**src/rtl/alu_mult_sequencer.sv**
```systemverilog
// rtl/alu_mult_sequencer.sv - shift-add multiply sequencer that borrows the shared ALU adder.
// Optional MULT_EARLY_EXIT_EN finishes as soon as the remaining multiplier bits are all zero.
package alu_mult_pkg;
  typedef logic [31:0] word_t;
  typedef enum logic [3:0] {
    ALU_SLL  = 4'd0,
    ALU_SRL  = 4'd1,
    ALU_ADD  = 4'd2,
    ALU_SUB  = 4'd3,
    ALU_AND  = 4'd4,
    ALU_OR   = 4'd5,
    ALU_XOR  = 4'd6,
    ALU_NOR  = 4'd7,
    ALU_SLT  = 4'd8,
    ALU_SLTU = 4'd9
  } aluop_t;
endpackage

module alu_mult_sequencer
  import alu_mult_pkg::*;
#(
  parameter int WIDTH = 32
) (
  input  logic             CLK,
  input  logic             RST,
  input  logic             start,
  input  logic [WIDTH-1:0] mcand,
  input  logic [WIDTH-1:0] mplier,
  output logic             busy,
  output logic             done,
  output logic [WIDTH-1:0] product,
  input  logic [WIDTH-1:0] ex_rdat1,
  input  logic [WIDTH-1:0] ex_rdat2,
  input  logic [WIDTH-1:0] ex_instr,
  input  aluop_t           ex_aluop,
  input  logic             ex_alusrc,
  output logic [WIDTH-1:0] alu_rdat1,
  output logic [WIDTH-1:0] alu_rdat2,
  output logic [WIDTH-1:0] alu_instr,
  output aluop_t           alu_aluop,
  output logic             alu_alusrc,
  input  logic [WIDTH-1:0] alu_out
);

  localparam int CW = $clog2(WIDTH);
  localparam logic [CW-1:0] LAST = CW'(WIDTH - 1);

  typedef enum logic [1:0] {IDLE = 2'd0, RUN = 2'd1, DONE = 2'd2} state_t;

  state_t           state_q, state_d;
  logic [WIDTH-1:0] acc_q, acc_d;
  logic [WIDTH-1:0] mc_q, mc_d;
  logic [WIDTH-1:0] mp_q, mp_d;
  logic [CW-1:0]    cnt_q, cnt_d;
  logic [WIDTH-1:0] product_q, product_d;
  logic [WIDTH-1:0] acc_nxt;
  logic             early_exit;

`ifdef MULT_EARLY_EXIT_EN
  assign early_exit = (mp_q == '0);
`else
  assign early_exit = 1'b0;
`endif

  always_ff @(posedge CLK) begin
    if (RST) begin
      state_q   <= IDLE;
      acc_q     <= '0;
      mc_q      <= '0;
      mp_q      <= '0;
      cnt_q     <= '0;
      product_q <= '0;
    end else begin
      state_q   <= state_d;
      acc_q     <= acc_d;
      mc_q      <= mc_d;
      mp_q      <= mp_d;
      cnt_q     <= cnt_d;
      product_q <= product_d;
    end
  end

  always_comb begin
    state_d    = state_q;
    acc_d      = acc_q;
    mc_d       = mc_q;
    mp_d       = mp_q;
    cnt_d      = cnt_q;
    product_d  = product_q;
    acc_nxt    = acc_q;
    busy       = 1'b0;
    done       = 1'b0;
    alu_rdat1  = ex_rdat1;
    alu_rdat2  = ex_rdat2;
    alu_instr  = ex_instr;
    alu_aluop  = ex_aluop;
    alu_alusrc = ex_alusrc;
    case (state_q)
      IDLE: begin
        if (start) begin
          acc_d   = '0;
          mc_d    = mcand;
          mp_d    = mplier;
          cnt_d   = '0;
          state_d = RUN;
        end
      end
      RUN: begin
        busy       = 1'b1;
        alu_rdat1  = acc_q;
        alu_rdat2  = mc_q;
        alu_aluop  = ALU_ADD;
        alu_alusrc = 1'b0;
        alu_instr  = '0;
        if (early_exit) begin
          state_d   = DONE;
          product_d = acc_q;
        end else begin
          // Shifts stay local so the ALU only ever sees the partial-product add.
          acc_nxt = mp_q[0] ? alu_out : acc_q;
          acc_d   = acc_nxt;
          mc_d    = mc_q << 1;
          mp_d    = mp_q >> 1;
          cnt_d   = cnt_q + CW'(1);
          if (cnt_q == LAST) begin
            state_d   = DONE;
            product_d = acc_nxt;
          end
        end
      end
      DONE: begin
        busy    = 1'b1;
        done    = 1'b1;
        state_d = IDLE;
      end
      default: state_d = IDLE;
    endcase
  end

  assign product = product_q;

endmodule

```
**config.mk**
```make
export PLATFORM = sky130hd
export DESIGN_NAME = alu_mult_sequencer
export DESIGN_NICKNAME = d
export VERILOG_FILES = /design/src/rtl/alu_mult_sequencer.sv
export SDC_FILE = /design/constraint.sdc
export NUM_CORES = 1
export LEC_CHECK = 0
export ABC_AREA = 1
export CAP_MARGIN = 10
export CORE_ASPECT_RATIO = 1.5
export CORE_UTILIZATION = 37
export CTS_BUF_LIST = sky130_fd_sc_hd__clkbuf_4
export CTS_CLUSTER_DIAMETER = 30
export DETAILED_ROUTE_END_ITERATION = 16
export PLACE_DENSITY = 0.76
export SLEW_MARGIN = 20
export SYNTH_ARGS = -nofsm -noshare
export SYNTH_HDL_FRONTEND = slang
export SYNTH_SLANG_ARGS = --single-unit
export TNS_END_PERCENT = 5
```
**constraint.sdc**
```tcl
create_clock -name CLK -period 4.5 [get_ports CLK]
set_clock_uncertainty 0.2 [all_clocks]
set_input_delay 0.9 -clock CLK [delete_from_list [all_inputs] [get_ports CLK]]
set_output_delay 0.9 -clock CLK [all_outputs]
set_load 0.01 [all_outputs]
```
==> reports/results.ini, run 1 <==
[route]
drt.antenna.violating_nets = 0
wl_per_cell_microns = 13.0
wl_microns = 21900
vias = 7909
drt_iter0_drc = 274
via_per_inst = 4.70
drc = 0
drtPass1Iterations = 5

[sta]
fmax_ghz = 0.273
finalHoldViolations = 0
finalCritPeriodShare = 0.814
rsz0062_at_grt = no
finalWorstSetupSlack_ns = 0.838
fin_tns_setup_ns = 0
worstMarginPinSlew_ns = 1.07
fin_crit_ns = 3.66
slew_headroom = 0.285
setup-violations-final = 0
final_max_slew_viol_count = 0

[global_routing]
grt_pass1_vias = 7254
grt_use_total = 0.221
grt_max_degree = 128
antenna_found_initial = 1
grt_pass1_wl_microns = 34400
globalRouteOverflowTotal = 0

[floorplanning]
fp.dieH_microns = 170
die_area_sq_um = 19400
die_x_microns = 114
boundaryPins = 335
rows = 61
initial_core_util = 0.377
core_area_sq_um = 18500

[clocking]
cts-resized-gates = 0
clk_transition_reported_paths_ns = 0.13
hold_buffers = 0
clockBufferDepth = 2
cts_max_level = 4
cts.sinks = 135
clk_latency_ns = 0.53
cts_made_buffers = 17
cts_setup_buffers = 0
cts_tree = yes
cts-root-buf = clkbuf_4

[logic_synthesis]
ys.flop_type = dfxtp_1
ys_seq_area_frac = 0.388
synth_area_leaders = dfxtp_1, nand2_1, nor2_1, o21ai_0, inv_1
synth_top_area_share = 0.388
synth_commonest_cells = nand2_1, nor2_1, dfxtp_1, o21ai_0, inv_1
syn_nets = 1340
yosys_register_bits = 135
yosysTopAreaCell = dfxtp_1
yosysMostFrequentCell = nand2_1
syn_avg_cell_area_sq_um = 6.14
async_flop_share = 0
synth_edf_count = 0
synth.distinct_cells = 21
mappedNetlistArea_sq_um = 6970
synth_warnings = 0
synthCells = 1135

[setup_path]
endpoint = alu_rdat1[30]
ff2ff_setup_slack_ns = 1.73
cp.required_ns = 3.40
criticalPathCategory = flip-flop to output pin
reg2reg_from = state_q[1]$_SDFFE_PP0P_
critPathLaunchType = flip-flop
cp.arrival_ns = 2.56
startpoint = state_q[1]$_SDFFE_PP0P_
r2r_cells = 9
crit_path_max_fanout = 127
cp-end-kind = output pin
r2r_end = mc_q[19]$_SDFFE_PP0P_

[finish]
fill_cells = 1837
syn_to_final_growth_pct = 51.6
final_net_count = 1623
layout-drive-gt1-share = 0.0363
fin_util = 0.572

[power]
vdd_drop_max_mv = 0.153
total_power_mw = 3.26
p_leak_nw = 4.61
p_per_area_nw_per_um2 = 308

[placed_design]
io_buffers = 334
dpl.hpwl_microns = 15200
pre_cts_ws_ns = 1.17
gp_congestion = 0.784

[run]
cap_viol_max_count = 0

[outcome]
run_status = finished, final reports clean

[hold_path]
holdCritPathClass = flip-flop to flip-flop

==> where the power goes <==
| group | internal [mW] | switching [mW] |
|---|---|---|
| sequential | 1.30 | 0.0718 |
| combinational | 0.555 | 0.603 |
| clock | 0.235 | 0.494 |
| total | 2.09 | 1.17 |
==> routing by layer <==
layer	track usage	routed length [microns]	vias to the layer above
li1	-	-	4091
met1	0.229	8480	3512
met2	0.421	11300	270
met3	0.0559	1540	36
met4	0.0791	519	0
met5	0	0	-
==> cells in the final DEF, fill, tap and decap left out, types with 8 or more instances in the layout <==
cell type          n
nand2_1          360
clkdlybuf4s50_1  334
nor2_1           229
dfxtp_1          134
o21ai_0          128
inv_1             74
nand3_1           42
a21oi_1           40
o21ai_1           30
clkbuf_4          18
buf_4              8
==> critical path, stage by stage, from the launching register on <==
cell	delay, ns
dfxtp_1	0.37
inv_1	0.09
ha_4	0.19
inv_6	0.57
nand2_1	0.11
o21ai_0	0.12
clkdlybuf4s50_1	0.57
==> sequential cells by signal, indices dropped and copies added, names as in the netlist <==
| signal | count |
|---|---|
| acc_q | 32 |
| mc_q | 32 |
| mp_q | 32 |
| product | 32 |
| cnt_q | 5 |
| state_q | 2 |
==> logic make-up after synthesis <==
group	count (synthesis)	synth area share
AOI/OAI and AO/OA	199	0.145
buffers and inverters	158	0.102
adders and majority gates	5	0.00898
and+or+nand+nor	638	0.356
DFF	135	0.388
==> final cells by class <==
type                            count  area, sq um  share of cell area
Multi-Input combinational cell    842         3560               0.337
Timing Repair Buffer              343         3420               0.324
Sequential cell                   135         2700               0.256
Tap cell                          252          315              0.0299
Inverter                           79          302              0.0286
Clock buffer                       18          135              0.0128
Clock inverter                     14          114              0.0108
Antenna cell                        1         2.50            0.000237
==> metrics by stage <==
stage               hold WS (ns)  cells  instance area, sq um
finish                     0.286   1684                 10600
floorplan                  0.256   1135                  6970
detailed placement         0.274   1651                 10300
global placement           0.266   1651                 10300
global route               0.307   1684                 10600
CTS                        0.291   1683                 10600
==> how the worst min path moves through the flow <==
stage	startpoint	end	slack [ns]	cells after the start
2_1_floorplan	state_q[1]$_SDFFE_PP0P_	state_q[1]$_SDFFE_PP0P_	0.26	2
3_3_place_gp	state_q[1]$_SDFFE_PP0P_	state_q[1]$_SDFFE_PP0P_	0.27	2
3_5_place_dp	mp_q[31]$_SDFFE_PP0P_	mp_q[31]$_SDFFE_PP0P_	0.27	2
4_1_cts	acc_q[30]$_SDFFE_PP0P_	acc_q[30]$_SDFFE_PP0P_	0.29	2
5_1_grt	acc_q[5]$_SDFFE_PP0P_	acc_q[5]$_SDFFE_PP0P_	0.31	2
6_report	state_q[1]$_SDFFE_PP0P_	state_q[1]$_SDFFE_PP0P_	0.29	2
Power figures use the tool's default switching activity.
==> run 2, diff against run 1 <==
==> constraint.sdc (replaced) <==
create_clock -name CLK -period 3.76 [get_ports CLK]
set_clock_uncertainty 0.2 [all_clocks]
set_input_delay 0.752 -clock CLK [delete_from_list [all_inputs] [get_ports CLK]]
set_output_delay 0.752 -clock CLK [all_outputs]
set_load 0.01 [all_outputs]
==> reports/results.ini, run 2 (same netlist as run 1, synthesis figures left out) <==
[setup_path]
ff2ff_setup_slack_ns = 1.08  ; was 1.73 ns
reg2reg_from = state_q[1]$_SDFFE_PP0P_  ; unchanged
cp.arrival_ns = 2.47  ; was 2.56 ns
cp.required_ns = 2.81  ; was 3.40 ns
criticalPathCategory = flip-flop to output pin  ; unchanged
r2r_cells = 8  ; was 9
endpoint = alu_rdat1[26]  ; was alu_rdat1[30]
startpoint = state_q[1]$_SDFFE_PP0P_  ; unchanged
r2r_end = mp_q[16]$_SDFFE_PP0P_  ; was mc_q[19]$_SDFFE_PP0P_
critPathLaunchType = flip-flop  ; unchanged
cp-end-kind = output pin  ; unchanged
crit_path_max_fanout = 52  ; was 127

[power]
p_int_mw = 2.58  ; was 2.09 mW
comb_power_share = 0.354  ; was 0.356
p_sw_mw = 1.42  ; was 1.17 mW
vdd_drop_max_mv = 0.272  ; was 0.153 mV
p_sw_frac = 0.355  ; was 0.359
clkPwrFrac = 0.236  ; was 0.224
p_leak_nw = 4.67  ; was 4.61 nW
p_per_area_nw_per_um2 = 375  ; was 308 nW/um^2
seq_power_share = 0.410  ; was 0.420

[global_routing]
antenna_found_initial = 2  ; was 1
grt_pass1_vias = 7290  ; was 7254
grt_pass1_wl_microns = 35000  ; was 34400 microns
grt_max_degree = 107  ; was 128
grt_use_total = 0.224  ; was 0.221
globalRouteOverflowTotal = 0  ; unchanged

[sta]
worstMarginPinSlew_ns = 1.01  ; was 1.07 ns
fin_crit_ns = 3.43
fin_tns_setup_ns = 0  ; unchanged
rsz0062_at_grt = no  ; unchanged
slew_headroom = 0.327  ; was 0.285
fmax_ghz = 0.292
final_max_slew_viol_count = 0  ; unchanged
finalHoldViolations = 0  ; unchanged
setup-violations-final = 0  ; unchanged
finalCritPeriodShare = 0.911

[clocking]
cts-resized-gates = 0  ; unchanged
hold_buffers = 0  ; unchanged
cts_max_level = 4  ; unchanged
cts_setup_buffers = 0  ; unchanged
cts_tree = yes  ; unchanged
clockBufferDepth = 2  ; unchanged
cts.sinks = 135  ; unchanged
cts_made_buffers = 17  ; unchanged
clk_transition_reported_paths_ns = 0.14  ; was 0.13 ns
clk_latency_ns = 0.53  ; about the same
cts-root-buf = clkbuf_4  ; unchanged

[finish]
fin_util = 0.578  ; was 0.572
final_net_count = 1629  ; was 1623
layout-drive-gt1-share = 0.0397  ; was 0.0363
mostFrequentLayoutCells = nand2_1, clkdlybuf4s50_1, nor2_1, dfxtp_1, o21ai_0  ; unchanged
layout_commonest_cell = nand2_1  ; unchanged
syn_to_final_growth_pct = 53.2  ; was 51.6%

[route]
wl_microns = 21900  ; about the same
vias = 7914  ; was 7909
via_per_inst = 4.68  ; was 4.70
drtPass1Iterations = 4  ; was 5
drt_iter0_drc = 364  ; was 274
wl_per_cell_microns = 12.9  ; was 13.0 microns
drc = 0  ; unchanged
drt.antenna.violating_nets = 0  ; unchanged

[placed_design]
io_buffers = 334  ; unchanged
dpl.hpwl_microns = 15400  ; was 15200 microns
gp_congestion = 0.788  ; was 0.784

[floorplanning]
boundaryPins = 335  ; unchanged
core_area_sq_um = 18500  ; unchanged
initial_core_util = 0.377  ; unchanged
rows = 61  ; unchanged
die_area_sq_um = 19400  ; unchanged
die_x_microns = 114  ; unchanged
fp.dieH_microns = 170  ; unchanged

[hold_path]
holdCritPathClass = flip-flop to flip-flop  ; unchanged

[outcome]
run_status = finished, final reports clean  ; unchanged

[run]
cap_viol_max_count = 0  ; unchanged

run 2: metal layers:
layer  share of wire  vias to the layer above  wire [microns]  track usage
li1                -                     4111               -            -
met1            0.39                     3503            8460        0.239
met2            0.52                      271           11500        0.419
met3           0.068                       29            1490       0.0495
met4           0.021                        0             465       0.0892
met5               0                        -               0            0
run 2: how the worst min path moves through the flow:
stage                                       start                       to  slack, ns  depth (start not counted)
after detailed placement   acc_q[23]$_SDFFE_PP0P_   acc_q[23]$_SDFFE_PP0P_       0.27                          2
after CTS                  acc_q[30]$_SDFFE_PP0P_   acc_q[30]$_SDFFE_PP0P_       0.29                          2
final                      acc_q[20]$_SDFFE_PP0P_   acc_q[20]$_SDFFE_PP0P_       0.29                          2
after global routing        acc_q[5]$_SDFFE_PP0P_    acc_q[5]$_SDFFE_PP0P_       0.31                          2
after floorplan           state_q[1]$_SDFFE_PP0P_  state_q[1]$_SDFFE_PP0P_       0.26                          2
after global placement      mp_q[31]$_SDFFE_PP0P_    mp_q[31]$_SDFFE_PP0P_       0.27                          2
run 2: layout make-up:
class                           instances  area, sq um
Timing Repair Buffer                  349         3510
Sequential cell                       135         2710
Clock buffer                           17          128
Antenna cell                            2         5.00
Clock inverter                         15          144
Multi-Input combinational cell        842         3560
Inverter                               79          302
Fill cell                            1854         7800
Tap cell                              252          315
run 2: stage by stage:
| step | std cells | cell area, sq um | hold WS [ns] | setup slack, ns | power (mW) |
|---|---|---|---|---|---|
| floorplan | 1135 | 6970 | 0.256 | 1.49 | 2.43 |
| global placement | 1657 | 10400 | 0.268 | 0.847 | 3.07 |
| detailed placement | 1657 | 10400 | 0.275 | 0.785 | 3.09 |
| CTS | 1689 | 10700 | 0.293 | 0.159 | 4.05 |
| global route | 1691 | 10700 | 0.315 | 0.0951 | 4.28 |
| finish | 1691 | 10700 | 0.293 | 0.334 | 4.00 |
run 2: power groups by stage:
stage          clock network [mW]  logic, mW  registers [mW]
6_report                    0.945       1.42            1.64
5_1_grt                      1.05       1.57            1.66
4_1_cts                     0.979       1.43            1.64
3_5_place_dp                    0       1.43            1.67
3_3_place_gp                    0       1.41            1.66
2_1_floorplan                   0      0.803            1.63
run 2: critical path, cell delays in order (launching register included):
cell	delay [ns]
dfxtp_1	0.38
inv_1	0.09
ha_4	0.19
inv_6	0.26
buf_4	0.30
nand2_1	0.07
o21ai_0	0.09
clkdlybuf4s50_1	0.57
==> run 3, diff against run 2 <==
--- a/config.mk
+++ b/config.mk
@@ -12,7 +12,7 @@
 export CTS_BUF_LIST = sky130_fd_sc_hd__clkbuf_4
 export CTS_CLUSTER_DIAMETER = 30
 export DETAILED_ROUTE_END_ITERATION = 16
-export PLACE_DENSITY = 0.76
+export PLACE_DENSITY_LB_ADDON = 0.2
 export SLEW_MARGIN = 20
 export SYNTH_ARGS = -nofsm -noshare
 export SYNTH_HDL_FRONTEND = slang
==> reports/results.ini, run 3 (same netlist as run 1, synthesis figures left out) <==
[outcome]
run_status = finished, final reports clean  ; unchanged

[power]
vdd_drop_max_mv = 0.185  ; was 0.272 mV
p_sw_mw = 1.41  ; was 1.42 mW
p_int_mw = 2.50  ; was 2.58 mW
clkPwrFrac = 0.222  ; was 0.236
comb_power_share = 0.360  ; was 0.354
p_per_area_nw_per_um2 = 369  ; was 375 nW/um^2
p_leak_nw = 4.63  ; was 4.67 nW
p_sw_frac = 0.361  ; was 0.355
seq_power_share = 0.418  ; was 0.410

[floorplanning]
boundaryPins = 335  ; unchanged
die_x_microns = 114  ; unchanged
die_area_sq_um = 19400  ; unchanged
rows = 61  ; unchanged
core_area_sq_um = 18500  ; unchanged
fp.dieH_microns = 170  ; unchanged
initial_core_util = 0.377  ; unchanged

[route]
drc = 0  ; unchanged
wl_per_cell_microns = 13.4  ; was 12.9 microns
via_per_inst = 4.70  ; was 4.68
vias = 7927  ; was 7914
drt_iter0_drc = 320  ; was 364
drt.antenna.violating_nets = 0  ; unchanged
drtPass1Iterations = 4  ; unchanged
wl_microns = 22600  ; was 21900 microns

[sta]
worstMarginPinSlew_ns = 0.949  ; was 1.01 ns
slew_headroom = 0.367  ; was 0.327
finalCritPeriodShare = 0.898  ; was 0.911
fin_tns_setup_ns = 0  ; unchanged
finalHoldViolations = 0  ; unchanged
fmax_ghz = 0.296  ; was 0.292 GHz
setup-violations-final = 0  ; unchanged
final_max_slew_viol_count = 0  ; unchanged
fin_crit_ns = 3.38  ; was 3.43 ns
rsz0062_at_grt = no  ; unchanged

[setup_path]
crit_path_max_fanout = 66  ; was 52
cp.required_ns = 2.81  ; about the same
ff2ff_setup_slack_ns = 0.84  ; was 1.08 ns
critPathLaunchType = flip-flop  ; unchanged
r2r_end = mc_q[16]$_SDFFE_PP0P_  ; was mp_q[16]$_SDFFE_PP0P_
criticalPathCategory = flip-flop to output pin  ; unchanged
r2r_cells = 8  ; unchanged
cp-end-kind = output pin  ; unchanged
startpoint = state_q[1]$_SDFFE_PP0P_  ; unchanged
reg2reg_from = state_q[1]$_SDFFE_PP0P_  ; unchanged
endpoint = alu_rdat1[15]  ; was alu_rdat1[26]
cp.arrival_ns = 2.43  ; was 2.47 ns

[finish]
fill_cells = 1903  ; was 1854
fin_util = 0.573  ; was 0.578
mostFrequentLayoutCells = nand2_1, clkdlybuf4s50_1, nor2_1, dfxtp_1, o21ai_0  ; unchanged
final_net_count = 1626  ; was 1629
seq_area_sq_um = 2710  ; unchanged
syn_to_final_growth_pct = 52.0  ; was 53.2%
layout_commonest_cell = nand2_1  ; unchanged
layout-drive-gt1-share = 0.0377  ; was 0.0397
multi_input_area_sq_um = 3560  ; unchanged

[clocking]
clk_latency_ns = 0.53  ; about the same
cts_made_buffers = 17  ; unchanged
cts-resized-gates = 0  ; unchanged
cts_setup_buffers = 0  ; unchanged
cts-root-buf = clkbuf_4  ; unchanged
clockBufferDepth = 2  ; unchanged
cts_max_level = 4  ; unchanged
cts.sinks = 135  ; unchanged
hold_buffers = 0  ; unchanged
cts_tree = yes  ; unchanged
clk_transition_reported_paths_ns = 0.13  ; was 0.14 ns

[placed_design]
io_buffers = 334  ; unchanged
dpl.hpwl_microns = 15700  ; was 15400 microns
gp_congestion = 0.784  ; was 0.788

[global_routing]
grt_use_total = 0.228  ; was 0.224
grt_max_degree = 107  ; unchanged
grt_pass1_vias = 7262  ; was 7290
grt_pass1_wl_microns = 35400  ; was 35000 microns
globalRouteOverflowTotal = 0  ; unchanged
antenna_found_initial = 1  ; was 2

[hold_path]
holdCritPathClass = flip-flop to flip-flop  ; unchanged

[run]
cap_viol_max_count = 0  ; unchanged

==> run 3: cell type report <==
| type | count | share of cell area |
|---|---|---|
| multi-input cells | 842 | 0.336 |
| clock inverters | 15 | 0.0111 |
| diodes | 1 | 0.000236 |
| clock buffers | 17 | 0.0121 |
| inverters | 79 | 0.0284 |
| flip-flops and latches | 135 | 0.256 |
| repair buffers | 346 | 0.327 |
| well taps | 252 | 0.0298 |
==> run 3: worst max-delay path: stages, from the launching register on <==
cell	delay, ns
dfxtp_1	0.38
inv_1	0.09
ha_4	0.18
inv_4	0.18
buf_12	0.28
nand2_1	0.12
o21ai_0	0.10
clkdlybuf4s50_1	0.56
==> run 3: how the worst min path moves through the flow <==
stage | start | endpoint | slack, ns | cells past startpoint
6_report | mp_q[31]$_SDFFE_PP0P_ | mp_q[31]$_SDFFE_PP0P_ | 0.29 | 2
5_1_grt | mp_q[31]$_SDFFE_PP0P_ | mp_q[31]$_SDFFE_PP0P_ | 0.32 | 2
4_1_cts | mp_q[31]$_SDFFE_PP0P_ | mp_q[31]$_SDFFE_PP0P_ | 0.29 | 2
3_5_place_dp | mp_q[31]$_SDFFE_PP0P_ | mp_q[31]$_SDFFE_PP0P_ | 0.27 | 2
3_3_place_gp | state_q[1]$_SDFFE_PP0P_ | state_q[1]$_SDFFE_PP0P_ | 0.27 | 2
2_1_floorplan | state_q[1]$_SDFFE_PP0P_ | state_q[1]$_SDFFE_PP0P_ | 0.26 | 2
==> run 3: power by group through the flow <==
stage,sequential [mW],clock (mW),combinational [mW]
after global placement,1.66,0,1.41
after floorplan,1.63,0,0.803
after global routing,1.66,0.956,1.57
after detailed placement,1.67,0,1.42
after CTS,1.64,0.895,1.43
final,1.64,0.869,1.41
==> run 3: per-layer routing <==
| metal | routed length (microns) | GRT usage | up-vias |
|---|---|---|---|
| li1 | - | - | 4107 |
| met1 | 8750 | 0.236 | 3523 |
| met2 | 11600 | 0.433 | 271 |
| met3 | 1780 | 0.0687 | 26 |
| met4 | 480 | 0.0728 | 0 |
| met5 | 0 | 0 | - |
==> run 3: stage by stage <==
| stage | setup slack [ns] | cell area [sq um] | std cells | hold slack, ns | total power [mW] |
|---|---|---|---|---|---|
| 4_1_cts | 0.303 | 10600 | 1686 | 0.291 | 3.96 |
| 5_1_grt | 0.194 | 10600 | 1687 | 0.316 | 4.18 |
| 3_3_place_gp | 0.823 | 10300 | 1654 | 0.270 | 3.08 |
| 6_report | 0.383 | 10600 | 1687 | 0.288 | 3.91 |
| 3_5_place_dp | 0.819 | 10300 | 1654 | 0.273 | 3.09 |
| 2_1_floorplan | 1.49 | 6970 | 1135 | 0.256 | 2.43 |
